**src/rtl/portin_stream.sv**
```systemverilog
// portin_stream: serial ingress port that turns frame_n/valid_n/di into addressed payload
// words behind a first-word-fall-through FIFO. Defining PORTIN_PARITY_EN makes the final bit an even-parity trailer.
module portin_stream #(
  parameter int ADDR_W    = 4,
  parameter int DATA_W    = 32,
  parameter int DEPTH     = 4,
  parameter int MAX_WORDS = 8
) (
  input  logic              clock,
  input  logic              reset,
  input  logic              frame_n,
  input  logic              valid_n,
  input  logic              di,
  input  logic              clear,
  output logic              out_valid,
  input  logic              out_ready,
  output logic [ADDR_W-1:0] out_addr,
  output logic [DATA_W-1:0] out_data,
  output logic              out_last,
  output logic              out_perr,
  output logic              busy,
  output logic              err_ovf,
  output logic              err_len
);
  localparam int CA_W = $clog2(ADDR_W + 1);
  localparam int CB_W = $clog2(DATA_W);
  localparam int WC_W = $clog2(MAX_WORDS + 1);
  localparam int PW   = $clog2(DEPTH);

  typedef enum logic [1:0] {IDLE, ADDR, DATA, DROP} state_t;

  state_t            state;
  logic [ADDR_W-1:0] addr;
  logic [CA_W-1:0]   cnta;
  logic [DATA_W-1:0] shreg, shreg_nxt, word_next, push_data;
  logic [CB_W-1:0]   cntb, cntb_nxt;
  logic [WC_W-1:0]   wcnt;
  logic              take, fin, addr_wr, push_req, push_ok, len_hit, reset_frame;
  logic              pop, full;
  logic [PW-1:0]     wr_ptr, rd_ptr;
  logic [PW:0]       count;
  logic [DATA_W-1:0] mem_data [DEPTH];
  logic [ADDR_W-1:0] mem_addr [DEPTH];
  logic [DEPTH-1:0]  mem_last;
`ifdef PORTIN_PARITY_EN
  logic              par, held, held_nxt, push_perr;
  logic [DEPTH-1:0]  mem_perr;
`endif

  assign out_valid = (count != '0);
  assign pop       = out_valid && out_ready;
  assign full      = (count == (PW+1)'(DEPTH));
  assign out_data  = out_valid ? mem_data[rd_ptr] : '0;
  assign out_addr  = out_valid ? mem_addr[rd_ptr] : '0;
  assign out_last  = out_valid && mem_last[rd_ptr];
`ifdef PORTIN_PARITY_EN
  assign out_perr  = out_valid && mem_perr[rd_ptr];
`else
  assign out_perr  = 1'b0;
`endif
  assign busy      = (state != IDLE);

  always_comb begin
    word_next = shreg;
    for (int i = 0; i < DATA_W; i++)
      if (cntb == CB_W'(i)) word_next[i] = di;
    take    = !valid_n && ((state == IDLE && !frame_n) || state == ADDR || state == DATA);
    fin     = take && frame_n;
    addr_wr = !frame_n && valid_n && (state == IDLE || state == ADDR);
`ifdef PORTIN_PARITY_EN
    // A completed word waits in shreg until the next bit shows whether it was the frame's last.
    push_req  = take && (fin || held);
    push_data = shreg;
    push_perr = fin && (par ^ di);
    if (held) begin
      shreg_nxt = {{(DATA_W-1){1'b0}}, di};
      cntb_nxt  = CB_W'(1);
      held_nxt  = 1'b0;
    end else if (cntb == CB_W'(DATA_W-1)) begin
      shreg_nxt = word_next;
      cntb_nxt  = '0;
      held_nxt  = 1'b1;
    end else begin
      shreg_nxt = word_next;
      cntb_nxt  = cntb + CB_W'(1);
      held_nxt  = 1'b0;
    end
`else
    push_req  = take && (fin || cntb == CB_W'(DATA_W-1));
    push_data = word_next;
    shreg_nxt = push_req ? '0 : word_next;
    cntb_nxt  = push_req ? '0 : cntb + CB_W'(1);
`endif
    len_hit     = (wcnt == WC_W'(MAX_WORDS));
    push_ok     = push_req && !len_hit && (!full || pop);
    reset_frame = (state != IDLE && frame_n && valid_n) || fin || (push_req && !push_ok);
  end

  always_ff @(posedge clock or posedge reset) begin
    if (reset) begin
      state   <= IDLE;
      addr    <= '0;
      cnta    <= '0;
      shreg   <= '0;
      cntb    <= '0;
      wcnt    <= '0;
      err_ovf <= 1'b0;
      err_len <= 1'b0;
`ifdef PORTIN_PARITY_EN
      par     <= 1'b0;
      held    <= 1'b0;
`endif
    end else if (clear) begin
      state   <= IDLE;
      addr    <= '0;
      cnta    <= '0;
      shreg   <= '0;
      cntb    <= '0;
      wcnt    <= '0;
      err_ovf <= 1'b0;
      err_len <= 1'b0;
`ifdef PORTIN_PARITY_EN
      par     <= 1'b0;
      held    <= 1'b0;
`endif
    end else begin
      case (state)
        IDLE:       if (!frame_n) state <= valid_n ? ADDR : DATA;
        ADDR, DATA: if (frame_n && valid_n) state <= IDLE;
                    else if (!valid_n) state <= DATA;
        DROP:       if (frame_n && valid_n) state <= IDLE;
        default:    state <= IDLE;
      endcase
      if (addr_wr) begin
        for (int i = 0; i < ADDR_W; i++)
          if (cnta == CA_W'(i)) addr[i] <= di;
        if (cnta != CA_W'(ADDR_W)) cnta <= cnta + CA_W'(1);
      end
      if (take) begin
        shreg <= shreg_nxt;
        cntb  <= cntb_nxt;
`ifdef PORTIN_PARITY_EN
        par   <= par ^ di;
        held  <= held_nxt;
`endif
      end
      if (push_ok) wcnt <= wcnt + WC_W'(1);
      if (fin) state <= IDLE;
      if (push_req && !push_ok) begin
        state <= DROP;
        if (len_hit) err_len <= 1'b1;
        else         err_ovf <= 1'b1;
      end
      // Leaving a frame (done, aborted or dropped) leaves the assembly registers ready for the next one.
      if (reset_frame) begin
        addr  <= '0;
        cnta  <= '0;
        shreg <= '0;
        cntb  <= '0;
        wcnt  <= '0;
`ifdef PORTIN_PARITY_EN
        par   <= 1'b0;
        held  <= 1'b0;
`endif
      end
    end
  end

  always_ff @(posedge clock or posedge reset) begin
    if (reset) begin
      wr_ptr <= '0;
      rd_ptr <= '0;
      count  <= '0;
    end else if (clear) begin
      wr_ptr <= '0;
      rd_ptr <= '0;
      count  <= '0;
    end else begin
      if (push_ok) wr_ptr <= wr_ptr + PW'(1);
      if (pop)     rd_ptr <= rd_ptr + PW'(1);
      case ({push_ok, pop})
        2'b10:   count <= count + (PW+1)'(1);
        2'b01:   count <= count - (PW+1)'(1);
        default: count <= count;
      endcase
    end
  end

  always_ff @(posedge clock) begin
    if (push_ok && !clear) begin
      mem_data[wr_ptr] <= push_data;
      mem_addr[wr_ptr] <= addr;
      mem_last[wr_ptr] <= fin;
`ifdef PORTIN_PARITY_EN
      mem_perr[wr_ptr] <= push_perr;
`endif
    end
  end

endmodule

```
**config.mk**
```make
export PLATFORM = sky130hd
export DESIGN_NAME = portin_stream
export DESIGN_NICKNAME = d
export VERILOG_FILES = /design/src/rtl/portin_stream.sv
export SDC_FILE = /design/constraint.sdc
export NUM_CORES = 1
export LEC_CHECK = 0
export CAP_MARGIN = 15
export CORE_UTILIZATION = 50
export DETAILED_ROUTE_END_ITERATION = 7
export PLACE_DENSITY = 0.73
export SLEW_MARGIN = 20
export SYNTH_ARGS = -nofsm -noshare
export SYNTH_HDL_FRONTEND = slang
export SYNTH_SLANG_ARGS = --single-unit
```
**constraint.sdc**
```tcl
create_clock -name clock -period 3.2 [get_ports clock]
set_input_delay 0.48 -clock clock [delete_from_list [all_inputs] [get_ports clock]]
set_output_delay 0.48 -clock clock [all_outputs]
set_load 0.02 [all_outputs]
```
==> results of run 1 <==
==> per-stage QoR <==
stage | hold WS, ns | util | instances
final | 0.370 | 0.603 | 903
after global routing | 0.403 | 0.603 | 903
after CTS | 0.376 | 0.603 | 903
after detailed placement | 0.500 | 0.566 | 863
after global placement | 0.478 | 0.566 | 863
after floorplan | 0.457 | - | 604
==> cell usage after synthesis, types with 3 or more instances <==
cell type	count
a21oi_1	7
a22oi_1	33
and2_1	42
buf_1	4
buf_2	9
clkbuf_1	21
dfrtp_1	59
edfxtp_1	148
ha_1	22
inv_1	20
mux2_2	33
mux2i_1	10
mux4_2	37
nand2_1	9
nand2b_1	8
nand4_1	7
nor2_1	90
nor2b_1	3
nor3b_1	3
o21ai_0	3
or3_1	3
xnor2_1	3
xor2_1	6
==> report_power, final <==
part | switching, mW | internal [mW] | leakage [nW]
combinational | 1.05 | 0.950 | 1.39
sequential | 0.0495 | 2.93 | 2.29
clock | 0.992 | 1.35 | 0.322
total | 2.10 | 5.22 | 4.00
==> layout make-up <==
type,count,area (um2),share of cell area
clock buffers,33,623,0.0589
clock inverters,7,35.0,0.00331
flip-flops and latches,207,5920,0.560
repair buffers,70,681,0.0643
well taps,225,282,0.0266
inverters,20,75.1,0.00710
multi-input cells,341,2960,0.280
==> logic make-up (layout without fill, tap and decap cells) <==
family	after synthesis	count (layout)	synth area share
compound gates	51	51	0.0402
xor+xnor	10	10	0.0117
fa+ha+maj	23	23	0.0324
buf+inv	56	130	0.0255
flops	207	207	0.650
mux	81	81	0.145
other cells	1	1	0.000412
simple gates	175	175	0.0952
==> per-layer routing <==
layer | up-vias | GRT usage | wire length, um | share of wire
li1 | 2328 | - | - | -
met1 | 2624 | 0.266 | 7880 | 0.45
met2 | 118 | 0.353 | 8900 | 0.50
met3 | 19 | 0.0289 | 664 | 0.038
met4 | 0 | 0.0421 | 258 | 0.015
met5 | - | 0 | 0 | 0
==> registers in the layout, summed over array words and instances (netlist names) <==
name,cells
rd_ptr,2
cnta,3
err_len,1
mem_addr,16
cntb,5
wr_ptr,2
shreg,32
err_ovf,1
mem_last,4
wcnt,4
addr,4
count,3
state,2
mem_data,128
==> cells in the final DEF, fill, tap and decap left out, types with 2 or more instances in the layout <==
master and n:
mux2i_1 10, nand2b_1 8, and2_1 42, edfxtp_1 148
mux4_2 37, buf_4 20, clkdlybuf4s50_1 47, dfrtp_1 58
clkbuf_16 23, o21ai_0 3, clkbuf_1 9, nand4_1 7
a22oi_1 33, nor2b_1 3, nand2_1 9, clkinv_1 3
ha_1 22, xor2_1 6, mux2_2 33, or3_1 3
nand3b_1 2, a21oi_1 7, nor2_1 90, xnor2_1 3
inv_1 19, nand3_1 2, nor3b_1 3, clkinv_2 3
buf_12 3
==> path summary, 6_finish.rpt <==
kind                           start           to  slack (ns)  cells past startpoint
setup / recovery           rd_ptr[0]  out_data[5]        0.27                      4
hold / removal                 reset     state[0]        0.37                      3
setup reg to reg             cntb[1]     count[2]        0.30                     10
hold reg to reg              err_len      err_len        0.51                      2
max in group asynchronous      reset    rd_ptr[0]        2.54                      3
min in group clock           err_len      err_len        0.51                      2
==> worst register-to-register path: cells and delay by family (launching register included) <==
family,cells,cell delay (ns)
adder cells (fa/ha/maj),3,0.90
AND/OR/NAND/NOR,5,0.99
flip-flops,1,0.42
multiplexers,2,0.49
==> impl_metrics.tcl, run 1 <==
set metrics [dict create \
    run_status "completed" \
    ant_nets 0 \
    ys_warn_count 0 \
    synth_nets 634 \
    nets 692 \
    fp.coreArea_um2 17500 \
    clk_pin_slew_ns 0.06 \
    die_h_um 137 \
    seq_area_frac_synth 0.650 \
    cts_tree "yes" \
    place_ws_ns 0.285 \
    row_count 48 \
    post-dp-hpwl_um 10900 \
    drt-initial-drc-count 335 \
    grt_max_degree 60 \
    htreeDepth 1 \
    period_share 0.915 \
    netlist_area_um2 9110 \
    max-slew-margin-rel 0.600 \
    yosys_register_bits 207 \
    drive_gt1_frac 0.190 \
    grt_pass1_wl_um 28400 \
    power_density_nw_per_um2 692 \
    cts_root_buffer "clkbuf_16" \
    cpPeakStageDelay_ns 0.55 \
    wirelength_um 17700 \
    finalWorstSetupSlack_ns 0.272 \
    dieArea_um2 18800 \
    antenna_found_initial 0 \
    initial_core_util 0.519 \
    syn_avg_cell_area_um2 15.1 \
    synth_enable_flop_cells 148 \
    insertion_delay_ns 0.50 \
    async_reset_ff_frac 0.285 \
    fmax_mhz 342 \
    crit_type "reg -> out" \
    ios 49 \
    fill_cells 1347 \
    rsz0062_at_grt "false" \
    cts.sinks 207 \
    skew_ns 0.0142 \
    placed_cell_area_um2 9920 \
    post-cts-setup-buffer-count 0 \
    power_mw 7.32 \
    grt-ovfl-total 0 \
    numCtsBuffers 22 \
    hold_viol 0 \
    netlist_instances 604 \
    setup_violations 0 \
    first_global_vias 5374 \
    peakVddDrop_mv 0.559 \
    tightest_slew_ns 0.594 \
    yosysUniqueCellTypes 45 \
    grt_usage 0.201 \
    synthToLayoutAreaGrowth_pct 16.1 \
    yosys.area.top_type "edfxtp_1" \
    num_antenna_cells 0 \
    final_area_um2 10600 \
    wl_per_cell_um 19.6 \
    cpMaxStageDelayCell "clkdlybuf4s50_1" \
    vias_per_cell 5.64 \
    required_ns 2.72 \
    clk_path_buf_depth 3 \
    endpoint_kind "output port" \
    drc 0 \
    via_count 5089 \
    final.min_clock_period_ns 2.93 \
    holdBufCountCts 0 \
    fp.dieW_um 137 \
    ys.flop_type "edfxtp_1" \
    post_cts_resized 0 \
    gp_congestion 0.782 \
    worst-path-buf-inv 2 \
    drt_pass1_iterations 4 \
    cp_data_arrival_time_ns 2.45 \
    io_buffer_count 47 \
    finalSetupTns_ns 0 \
    cp-start-kind "flip-flop" \
    maxCapViolCount 0 \
    synth_top_cell_area_share 0.488 \
    p_leak_nw 4.00 \
    crit_chain "buf_12 > mux4_2 > and2_1 > clkdlybuf4s50_1" \
    slew_violations 0 \
    hold_path_class "in -> async" \
    yosys-top-cells-area "edfxtp_1 49%, dfrtp_1 16%, mux4_2 9.1%" \
    cp_max_fo 31 \
    crit_family "buffers and inverters" \
]
(Power assumes the default switching activity.)
==> run 2: changes to the inputs <==
--- a/config.mk
+++ b/config.mk
@@ -8,7 +8,8 @@
 export CAP_MARGIN = 15
 export CORE_UTILIZATION = 50
 export DETAILED_ROUTE_END_ITERATION = 7
-export PLACE_DENSITY = 0.73
+export HOLD_SLACK_MARGIN = 0.03
+export PLACE_DENSITY_LB_ADDON = 0.2
 export SLEW_MARGIN = 20
 export SYNTH_ARGS = -nofsm -noshare
 export SYNTH_HDL_FRONTEND = slang
==> run 2 against run 1 <==
Effect of this change: clock-buffer cell count down 4; global-route usage up 0.30 points; routed wire length up 0.94%; flip-flop and latch count unchanged; die area unchanged; sequential share of layout area down 1.0 points; final cell count unchanged; sequential power about the same; first-iteration DRC count down 8.4%; critical path depth unchanged; via count about the same; critical path type unchanged; largest power group unchanged; highest routed layer unchanged.
==> impl_metrics.tcl, run 2 (synthesis results as in run 1) <==
set metrics [dict create \
    largest-register "mem_data" \
    switching_share 0.273 \
    grt-ovfl-total 0 \
    vias_per_cell 5.63 \
    num_antenna_cells 0 \
    holdBufCountCts 0 \
    synthToLayoutAreaGrowth_pct 18.3 \
    hold_path_class "in -> async" \
    post-dp-hpwl_um 10900 \
    cpPeakStageDelay_ns 0.60 \
    max-slew-margin-rel 0.626 \
    cp_data_arrival_time_ns 2.57 \
    p_leak_nw 4.08 \
    drt-initial-drc-count 307 \
    power_density_nw_per_um2 724 \
    cp_max_fo 37 \
    power.share.clock 0.361 \
    antenna_found_initial 0 \
    dieArea_um2 18800 \
    via_count 5084 \
    internal_power_mw 5.67 \
    tightest_slew_ns 0.555 \
    fmax_mhz 328 \
    crit_type "reg -> out" \
    post_cts_resized 0 \
    required_ns 2.72 \
    grt_max_degree 41 \
    period_share 0.953 \
    cts_tree "yes" \
    clk_pin_slew_ns 0.06 \
    final_cells 903 \
    post-cts-setup-buffer-count 0 \
    cp-start-kind "flip-flop" \
    crit_family "buffers and inverters" \
    die_h_um 137 \
    rsz0062_at_grt "false" \
    htreeDepth 1 \
    dpl.cell_count 864 \
    row_count 48 \
    power.share.sequential 0.382 \
    grt_usage 0.204 \
    wl_per_cell_um 19.8 \
    nets 693 \
    numCtsBuffers 22 \
    setup_violations 0 \
    wirelength_um 17900 \
    insertion_delay_ns 0.50 \
    finalSetupTns_ns 0 \
    initial_core_util 0.519 \
    final_common_cell "edfxtp_1" \
    drt_pass1_iterations 5 \
    drive_gt1_frac 0.209 \
    ant_nets 0 \
    worst-path-buf-inv 2 \
    largestRegisters "mem_data (128), shreg (32), mem_addr (16)" \
    endpoint_kind "output port" \
    run_status "completed" \
    cts.sinks 207 \
    largest_register_ffs 128 \
    fp.coreArea_um2 17500 \
    clk_path_buf_depth 3 \
    gp_congestion 0.741 \
    peakVddDrop_mv 0.735 \
    crit_chain "buf_12 > mux4_2 > and2_1 > clkdlybuf4s50_1" \
    grt_pass1_wl_um 28700 \
    ios 49 \
    hold_viol 0 \
    io_buffer_count 47 \
    cts_root_buffer "clkbuf_16" \
    r2r_setup_slack_ns 0.25 \
    maxCapViolCount 0 \
    slew_violations 0 \
    final.min_clock_period_ns 3.05 \
    final_cell_mix "148 x edfxtp_1, 90 x nor2_1, 58 x dfrtp_1, 47 x clkdlybuf4s50_1, 38 x and2_1" \
    first_global_vias 5283 \
    cpMaxStageDelayCell "mux4_2" \
    fp.dieW_um 137 \
    combPwrFrac 0.258 \
    skew_ns 0.0154 \
    drc 0 \
    p_switching_mw 2.13 \
]
==> run 2: cell types whose count changed in the layout (fill, tap and decap cells not counted), sizes merged <==
cell / previous run / this run
clkinv: 6 / 2
clkinvlp: 0 / 2
clkbuf: 33 / 29
buf: 23 / 24
bufinv: 0 / 5
==> run 2: power by group through the flow <==
stage          clock network (mW)  registers (mW)  logic (mW)
3_5_place_dp                    0            3.03        2.05
2_1_floorplan                   0            3.02        1.27
3_3_place_gp                    0            3.03        2.03
6_report                     2.82            2.98        2.01
5_1_grt                      2.96            2.99        2.17
4_1_cts                      2.87            2.98        2.06
==> run 2: path summary, 6_finish.rpt <==
kind,startpoint,end,cells after the start
max,rd_ptr[0],out_data[30],4
min,reset,shreg[4],2
min reg2reg,shreg[31],shreg[31],2
min in group clock,shreg[31],shreg[31],2
max in group asynchronous,reset,shreg[23],3
max reg2reg,cntb[1],count[2],10
==> run 2: final cells by class <==
cell class | count | area, um2
Fill cell | 1299 | 6760
Inverter | 20 | 75.1
Clock inverter | 10 | 180
Sequential cell | 207 | 5920
Timing Repair Buffer | 71 | 713
Multi-Input combinational cell | 341 | 2970
Clock buffer | 29 | 638
Tap cell | 225 | 282
==> run 2: metal layers <==
| layer | vias to the layer above | track usage | wire length, um |
|---|---|---|---|
| met3 | 22 | 0.0278 | 885 |
| met5 | - | 0 | 0 |
| li1 | 2338 | - | - |
| met1 | 2584 | 0.286 | 7920 |
| met2 | 140 | 0.338 | 8730 |
| met4 | 0 | 0.0531 | 329 |
==> run 2: stage by stage <==
| stage | utilization | setup slack, ns | hold WS (ns) | total power, mW | area (um2) |
|---|---|---|---|---|---|
| 4_1_cts | 0.615 | 0.103 | 0.341 | 7.91 | 10800 |
| 3_5_place_dp | 0.568 | 0.296 | 0.487 | 5.08 | 9960 |
| 6_report | 0.615 | 0.152 | 0.343 | 7.80 | 10800 |
| 2_1_floorplan | - | 0.0794 | 0.457 | 4.29 | 9110 |
| 3_3_place_gp | 0.568 | 0.358 | 0.475 | 5.06 | 9960 |
| 5_1_grt | 0.615 | 0.0405 | 0.368 | 8.12 | 10800 |
==> run 3: changes to the inputs <==
--- a/config.mk
+++ b/config.mk
@@ -5,9 +5,11 @@
 export SDC_FILE = /design/constraint.sdc
 export NUM_CORES = 1
 export LEC_CHECK = 0
+export ABC_CLOCK_PERIOD_IN_PS = 3200
 export CAP_MARGIN = 15
 export CORE_UTILIZATION = 50
 export DETAILED_ROUTE_END_ITERATION = 7
+export GPL_TIMING_DRIVEN = 0
 export HOLD_SLACK_MARGIN = 0.03
 export PLACE_DENSITY_LB_ADDON = 0.2
 export SLEW_MARGIN = 20
==> constraint.sdc (replaced) <==
create_clock -name clock -period 3.2 [get_ports clock]
set_input_delay 0.64 -clock clock [delete_from_list [all_inputs] [get_ports clock]]
set_output_delay 0.64 -clock clock [all_outputs]
set_load 0.02 [all_outputs]
==> run 3 against run 2 <==
Effect of this change: routed wire length is 0.86% lower; die area stayed put; critical endpoint is now out_data[11]; final cell count is 1.3% higher; first-iteration DRC count is 21% higher; critical path depth is 1 higher; largest power group unchanged; power is 8.0% lower; combinational power is 2% higher; highest routed layer unchanged.
==> impl_metrics.tcl, run 3 (synthesis results as in run 1) <==
set metrics [dict create \
    ios 49 \
    internal_power_mw 5.08 \
    tightest_slew_ns 0.627 \
    required_ns 2.56 \
    period_share 0.963 \
    skew_ns 0.0169 \
    largest_register_ffs 128 \
    htreeDepth 1 \
    wl_per_cell_um 19.4 \
    run_status "completed" \
    grt_max_degree 48 \
    grt-ovfl-total 0 \
    drc 0 \
    cts_tree "yes" \
    timing.rr.start "cntb[0]" \
    cp-start-kind "flip-flop" \
    grt_usage 0.202 \
    switching_share 0.292 \
    maxCapViolCount 0 \
    multi_input_area_um2 2990 \
    crit_type "reg -> out" \
    insertion_delay_ns 0.49 \
    place_ws_ns -0.345 \
    clk_path_buf_depth 3 \
    post-cts-setup-buffer-count 0 \
    power.share.clock 0.299 \
    finalWorstSetupSlack_ns 0.119 \
    largest-register "mem_data" \
    power_density_nw_per_um2 673 \
    io_buffer_count 46 \
    grt_pass1_wl_um 28300 \
    ant_nets 0 \
    fill_cells 1325 \
    final_common_cell "edfxtp_1" \
    hold_path_class "in -> async" \
    fp.coreArea_um2 17500 \
    row_count 48 \
    cts_root_buffer "clkbuf_16" \
    final.min_clock_period_ns 3.08 \
    largestRegisters "mem_data (128), shreg (32), mem_addr (16)" \
    die_h_um 137 \
    regArea_um2 5920 \
    p_switching_mw 2.09 \
    wirelength_um 17700 \
    num_antenna_cells 0 \
    fp.dieW_um 137 \
    placed_cell_area_um2 9990 \
    synthToLayoutAreaGrowth_pct 17.2 \
    worst-path-buf-inv 3 \
    post-dp-hpwl_um 11900 \
    setup_violations 0 \
    cpMaxStageDelayCell "clkdlybuf4s50_1" \
    cts.sinks 207 \
    first_global_vias 5362 \
    endpoint_kind "output port" \
    worst-r2r-cell-count 11 \
    gp_congestion 0.847 \
    initial_core_util 0.519 \
    peakVddDrop_mv 0.590 \
    numCtsBuffers 21 \
    cpPeakStageDelay_ns 0.54 \
    drt_pass1_iterations 5 \
    fmax_mhz 325 \
    drt-initial-drc-count 370 \
    final_area_um2 10700 \
    final_cell_mix "148 x edfxtp_1, 90 x nor2_1, 56 x dfrtp_1, 38 x and2_1, 37 x mux4_2" \
    power.share.sequential 0.415 \
    cp_max_fo 10 \
    r2r_setup_slack_ns 0.18 \
    hold_viol 0 \
    clk_pin_slew_ns 0.06 \
    crit_chain "clkbuf_2 > buf_4 > mux4_2 > and2_1 > clkdlybuf4s50_1" \
    p_leak_nw 4.25 \
    dpl.cell_count 880 \
    rsz0062_at_grt "false" \
    power_mw 7.18 \
    drive_gt1_frac 0.197 \
    vias_per_cell 5.62 \
    via_count 5141 \
    final_cells 915 \
    nets 706 \
    crit_family "buffers and inverters" \
    combPwrFrac 0.285 \
    cp_data_arrival_time_ns 2.44 \
    antenna_found_initial 0 \
    r2r_end "count[2]" \
    dieArea_um2 18800 \
    max-slew-margin-rel 0.577 \
    slew_violations 0 \
]
==> run 3: cell types whose count changed in the layout (fill, tap and decap cells not counted), moves of 5 or more <==
cell / before / now
buf_4: 19 / 4
buf_2: 0 / 6
dlymetal6s2s_1: 0 / 14
clkbuf_1: 2 / 22
bufinv_16: 5 / 0
clkdlybuf4s50_1: 47 / 28
clkinv_2: 1 / 6
==> run 3: stage by stage <==
stage,utilization,hold WS (ns),setup TNS [ns]
final,0.609,0.430,0
after global routing,0.609,0.434,0
after CTS,0.605,0.425,-2.59
after detailed placement,0.570,0.491,-32.83
after global placement,0.562,0.474,-166.22
after floorplan,-,0.457,0
==> run 3: routing by layer <==
| metal | wire length, um | GRT usage |
|---|---|---|
| met2 | 8860 | 0.342 |
| met1 | 7800 | 0.271 |
| met4 | 278 | 0.0623 |
| met5 | 0 | 0 |
| met3 | 770 | 0.0293 |
==> run 3: worst max-delay path by stage <==
stage	startpoint	end	slack, ns	cells past startpoint
finish	rd_ptr[1]	out_data[11]	0.12	5
global route	cntb[0]	count[2]	0.003	11
CTS	cntb[3]	mem_addr[2][1]	-0.07	9
detailed placement	frame_n	mem_data[3][16]	-0.34	8
global placement	frame_n	mem_data[2][16]	-1.13	7
floorplan	cntb[2]	mem_addr[0][0]	0.08	8
==> run 3: worst register-to-register path, cell delays in order (launching register included) <==
cell and delay (ns):
dfrtp_1 0.44, ha_4 0.18, and3_1 0.20, ha_2 0.24
nor2_1 0.10, or3_1 0.40, buf_6 0.16, nor2b_1 0.14
fa_1 0.39, and2_1 0.15, mux2i_1 0.15, mux2_1 0.33
==> run 3: power by group through the flow <==
stage	Sequential [mW]	Combinational (mW)	Clock (mW)
final	2.98	2.05	2.15
after global routing	2.99	2.22	2.31
after CTS	2.98	2.10	2.21
after detailed placement	3.03	2.06	0
after global placement	3.02	2.01	0
after floorplan	3.02	1.27	0
==> run 3: final cells by class <==
cell class	count	share of cell area
buffer	34	0.0177
clock buffer	28	0.0517
clock inverter	9	0.00387
inverter	20	0.00727
multi-input combinational	341	0.280
sequential	207	0.555
tap	225	0.0264
timing repair buffer	51	0.0582
==> run 3: what timing repair did <==
item                                   CTS  global route
gates resized for setup                 26            23
hold buffers                             0             0
endpoints found under the hold margin    0             0
setup endpoints to repair              105           143
